[src/rtl/adder_pkg.sv]
// Shared types for the pipelined adder/subtractor.
package adder_pkg;

    typedef enum logic {
        ADD = 1'b0,
        SUB = 1'b1
    } op_e;

endpackage

[src/rtl/rca_slice.sv]
// Combinational W-bit ripple-carry slice; also exposes the carry into its MSB.
module rca_slice #(
    parameter int W = 4
) (
    input  logic [W-1:0] a_i,
    input  logic [W-1:0] b_i,
    input  logic         c_i,
    output logic [W-1:0] o_o,
    output logic         c_o,
    output logic         c_msb_o
);

    logic [W:0] carry;

    // NOTE: every always_comb output gets a default first so no path can infer a latch.
    always_comb begin
        carry    = '0;
        o_o      = '0;
        carry[0] = c_i;
        for (int i = 0; i < W; i++) begin
            o_o[i]       = a_i[i] ^ b_i[i] ^ carry[i];
            carry[i + 1] = (a_i[i] & b_i[i]) | (carry[i] & (a_i[i] ^ b_i[i]));
        end
    end

    assign c_o     = carry[W];
    assign c_msb_o = carry[W - 1];

endmodule

[src/rtl/pipelined_adder.sv]
// N-bit adder/subtractor with the carry chain cut into STAGES registered ripple slices,
// valid/ready handshake and bubble-collapsing stall logic.
module pipelined_adder
    import adder_pkg::*;
#(
    parameter int N      = 16,
    parameter int STAGES = 4
) (
    input  logic         clk_i,
    input  logic         rst_ni,
    input  logic         valid_i,
    output logic         ready_o,
    input  logic [N-1:0] a_i,
    input  logic [N-1:0] b_i,
    input  logic         c_i,
    input  op_e          op_i,
    output logic         valid_o,
    input  logic         ready_i,
    output logic [N-1:0] o_o,
    output logic         c_o,
    output logic         ovf_o
);

    localparam int W = N / STAGES;

    if (N % STAGES != 0) begin : g_bad_cfg
        $error("pipelined_adder: STAGES must divide N");
    end

    logic [N-1:0]        b_eff;
    logic                cin_eff;

    logic [STAGES-1:0]   vld_q;
    logic [N-1:0]        a_q   [STAGES];
    logic [N-1:0]        b_q   [STAGES];
    logic [N-1:0]        res_q [STAGES];
    logic [STAGES-1:0]   cy_q;
    logic                cmsb_q;

    logic [N-1:0]        a_in   [STAGES];
    logic [N-1:0]        b_in   [STAGES];
    logic [N-1:0]        res_in [STAGES];
    logic [N-1:0]        res_d  [STAGES];
    logic [STAGES-1:0]   cin;
    logic [STAGES-1:0]   vld_in;
    logic [W-1:0]        sum    [STAGES];
    logic [STAGES-1:0]   cout;
    logic [STAGES-1:0]   cmsb;
    logic [STAGES-1:0]   load;
    logic                all_full;

    assign b_eff   = (op_i == SUB) ? ~b_i : b_i;
    assign cin_eff = (op_i == SUB) ? 1'b1 : c_i;

    for (genvar k = 0; k < STAGES; k++) begin : g_stage
        if (k == 0) begin : g_first
            assign a_in[k]   = a_i;
            assign b_in[k]   = b_eff;
            assign cin[k]    = cin_eff;
            assign vld_in[k] = valid_i;
            assign res_in[k] = '0;
        end else begin : g_next
            assign a_in[k]   = a_q[k-1];
            assign b_in[k]   = b_q[k-1];
            assign cin[k]    = cy_q[k-1];
            assign vld_in[k] = vld_q[k-1];
            assign res_in[k] = res_q[k-1];
        end

        rca_slice #(.W(W)) u_slice (
            .a_i     (a_in[k][k*W +: W]),
            .b_i     (b_in[k][k*W +: W]),
            .c_i     (cin[k]),
            .o_o     (sum[k]),
            .c_o     (cout[k]),
            .c_msb_o (cmsb[k])
        );
    end

    always_comb begin
        for (int k = 0; k < STAGES; k++) begin
            res_d[k]            = res_in[k];
            res_d[k][k*W +: W]  = sum[k];
        end
    end

    // Stage k may load unless it and every stage after it are full and the sink stalls.
    always_comb begin
        all_full = 1'b1;
        load     = '0;
        for (int k = STAGES - 1; k >= 0; k--) begin
            all_full = all_full & vld_q[k];
            load[k]  = ready_i | ~all_full;
        end
    end

    // NOTE: state uses non-blocking assignments, and the data registers are reset too so outputs read 0 after reset.
    always_ff @(posedge clk_i or negedge rst_ni) begin
        if (!rst_ni) begin
            vld_q  <= '0;
            cy_q   <= '0;
            cmsb_q <= 1'b0;
            for (int k = 0; k < STAGES; k++) begin
                a_q[k]   <= '0;
                b_q[k]   <= '0;
                res_q[k] <= '0;
            end
        end else begin
            for (int k = 0; k < STAGES; k++) begin
                if (load[k]) begin
                    vld_q[k] <= vld_in[k];
                    if (vld_in[k]) begin
                        a_q[k]   <= a_in[k];
                        b_q[k]   <= b_in[k];
                        res_q[k] <= res_d[k];
                        cy_q[k]  <= cout[k];
                    end
                end
            end
            if (load[STAGES-1] && vld_in[STAGES-1]) begin
                cmsb_q <= cmsb[STAGES-1];
            end
        end
    end

    assign ready_o = load[0];
    assign valid_o = vld_q[STAGES-1];
    assign o_o     = res_q[STAGES-1];
    assign c_o     = cy_q[STAGES-1];
    assign ovf_o   = cmsb_q ^ cy_q[STAGES-1];

endmodule

[config.mk]
export PLATFORM = sky130hd
export DESIGN_NAME = pipelined_adder
export DESIGN_NICKNAME = d
export VERILOG_FILES = /design/src/rtl/adder_pkg.sv /design/src/rtl/rca_slice.sv /design/src/rtl/pipelined_adder.sv
export SDC_FILE = /design/constraint.sdc
export NUM_CORES = 1
export LEC_CHECK = 0
export ABC_AREA = 1
export CAP_MARGIN = 30
export CORE_UTILIZATION = 40
export DETAILED_ROUTE_END_ITERATION = 8
export DONT_BUFFER_PORTS = 1
export PLACE_DENSITY = 0.64
export SYNTH_ARGS = -nofsm -noshare
export SYNTH_HDL_FRONTEND = slang
export SYNTH_SLANG_ARGS = --single-unit
[constraint.sdc]
create_clock -name clk_i -period 2.7 [get_ports clk_i]
set_input_delay 0.54 -clock clk_i [delete_from_list [all_inputs] [get_ports clk_i]]
set_output_delay 0.54 -clock clk_i [all_outputs]
set_load 0.03 [all_outputs]
==> flow_summary.yaml <==
placed_design:
  port-buffer-count: 0
  gp_congestion: 0.7233
  placed_cells: 582
  placed_area_sq_um: 4448
  dp_hpwl_microns: 5413
routing:
  antenna_left: 0
  post_drt_wl_per_cell_microns: 12.61
  dr.pass1.iters: 5
  vias_per_cell: 4.838
  vias: 2893
  drtIter0Drc: 119
  totalWireLength_microns: 7539
  drc: 0
critical_path:
  critPathMaxFanout: 2
  arrival_ns: 2.45
  startpoint_type: "register"
  crit_type: "register to register"
  worst_setup_path_end_kind: "register"
  critPathRequiredTime_ns: 2.97
  regToRegSetupSlack_ns: 0.52
floorplan:
  dieArea_sq_um: 11410
  core_sq_um: 10510
  row_count: 37
  fp.dieH_microns: 106.8
  start_util_pct: 41.81
  chipWidth_microns: 106.8
  ios: 58
synth:
  syn_inst: 468
  synth_warnings: 0
  syn_nets: 522
  synth_top_cell_by_area: "dfrtp_1"
  synth.cell_area_sq_um: 4394
  avgSynthCellArea_sq_um: 9.389
  synth_seq_cells: 97
  synth_top_area_share_pct: 55.24
  yosysUniqueCellTypes: 19
  ys_seq_area_share_pct: 55.24
  netlist_top_cells_area: "dfrtp_1 55%, nand2_1 14%, nand3_1 9.1%"
sta:
  hold_slack_ns: -0.1408
  slew_viol_final: 0
  fin_tns_setup_ns: 0
  post-route-period-util_pct: 80.59
  finalHoldViolCount: 97
  fin_worst_skew_ns: 0.01424
  tightest_slew_ns: 0.6205
  setup_violations: 0
  fmax_mhz: 459.6
  slew_headroom_pct: 58.53
  min_period_ns: 2.176
  rsz0062_at_grt: "no"
clock_tree:
  clock_path_buffers: 2
  cts_max_level: 3
  cts.reportedPaths.clkPinSlew_ns: 0.09
  cts_buffers: 9
  clkSinkCount: 97
  root_buffer: "clkbuf_8"
  cts_tree: "done"
  clock_latency_ns: 0.36
grt:
  first_global_vias: 2969
  overflow: 0
  grt_max_degree: 98
  antenna_found_initial: 0
  grt_pass1_wl_microns: 13640
  grt_usage_pct: 15.15
pwr:
  power.total_mw: 4.866
  power_leakage_nw: 2.437
  ir_worst_vdd_uv: 489.3
  power.density_nw_per_um2: 1039
final_layout:
  fin_area_sq_um: 4684
  final_common_cell: "nand2_1"
  nets: 511
  areaGrowthSynthToFinish_pct: 6.606
  fin_cells: 598
  fillers: 1020
  drive_above_1_share_pct: 8.442
  diodes: 0
  final_cell_mix: "167 x nand2_1, 97 x dfrtp_1, 80 x nand3_1"
flow_run:
  drv_cap: 0
outcome:
  violations: "negative hold slack"
  outcome: "finished with violations"
worst_hold_path:
  hold_path_class: "input pin to async pin"
-- critical path, stage by stage, from the launching register on --
cell     delay [ns]
dfrtp_1        0.41
fa_1           0.42
inv_1          0.08
fa_1           0.16
inv_1          0.05
fa_1           0.35
inv_1          0.07
fa_1           0.40
o21ai_0        0.16
-- power breakdown --
| group | internal, mW | total, mW | switching, mW |
|---|---|---|---|
| Combinational | 0.496 | 1.29 | 0.798 |
| Sequential | 1.95 | 2.50 | 0.550 |
| Clock | 0.577 | 1.07 | 0.492 |
-- area by class of cell --
type	count	area (sq um)	share of cell area, %
clock buffer	11	151.4	3.232
clock inverter	5	85.08	1.816
inverter	28	105.1	2.244
multi-input combinational	314	1693	36.14
sequential	97	2427	51.82
tap	136	170.2	3.632
timing repair buffer	7	52.55	1.122
-- path summary, 6_finish.rpt --
| kind | from | endpoint | cells past startpoint |
|---|---|---|---|
| max in group asynchronous | rst_ni | res_d[9]$_DFFE_PN0P_ | 0 |
| max | a_in[36]$_DFFE_PN0P_ | res_d[23]$_DFFE_PN0P_ | 8 |
| min reg2reg | res_d[18]$_DFFE_PN0P_ | res_d[18]$_DFFE_PN0P_ | 2 |
| min | rst_ni | o_o[0]$_DFFE_PN0P_ | 0 |
| min in group clk_i | a_i[7] | a_in[39]$_DFFE_PN0P_ | 2 |
| max reg2reg | a_in[36]$_DFFE_PN0P_ | res_d[23]$_DFFE_PN0P_ | 8 |
-- what timing repair did --
action                                 in CTS  in global routing
resized for setup                           0                  0
setup buffers                               0                  0
endpoints found under the hold margin      97                 97
-- flip-flops by register name, summed over array words and instances (netlist names) --
register and count:
a_in 24, o_o 16, vld_q 4, cmsb_q 1, b_in 24, res_d 24
cy_q 4
-- cell families after synthesis --
logic type	synth area share [%]
XOR/XNOR	3.389
adder cells (fa/ha/maj)	7.289
AO/OA/AOI/OAI	1.481
buffers and inverters	6.236
AND/OR/NAND/NOR	26.37
flip-flops	55.24
-- metrics by stage --
stage / util (%) / worst slack (ns) / hold WS (ns)
2_1_floorplan: - / 0.007139 / 0.2444
3_3_place_gp: 42.33 / 0.2968 / 0.2461
3_5_place_dp: 42.33 / 0.2711 / 0.2461
4_1_cts: 44.58 / 0.4997 / -0.1590
5_1_grt: 44.58 / 0.3595 / -0.1719
6_report: 44.58 / 0.5241 / -0.1408
-- Yosys cell counts (all sizes together) --
cell type	instances
a21oi	4
buf	20
clkbuf	9
dfrtp	97
fa	16
inv	28
nand2	180
nand3	82
nor2	6
o21ai	9
xnor2	2
xor2	15
-- layer usage --
metal  GRT usage (%)  vias to the layer above  wire length (microns)
li1                -                     1443                      -
met1           21.15                     1363                   3867
met2           22.76                       76                   3179
met3           4.377                       11                    392
met4           4.795                        0                    100
met5               0                        -                      0
Power figures use the tool's default switching activity.
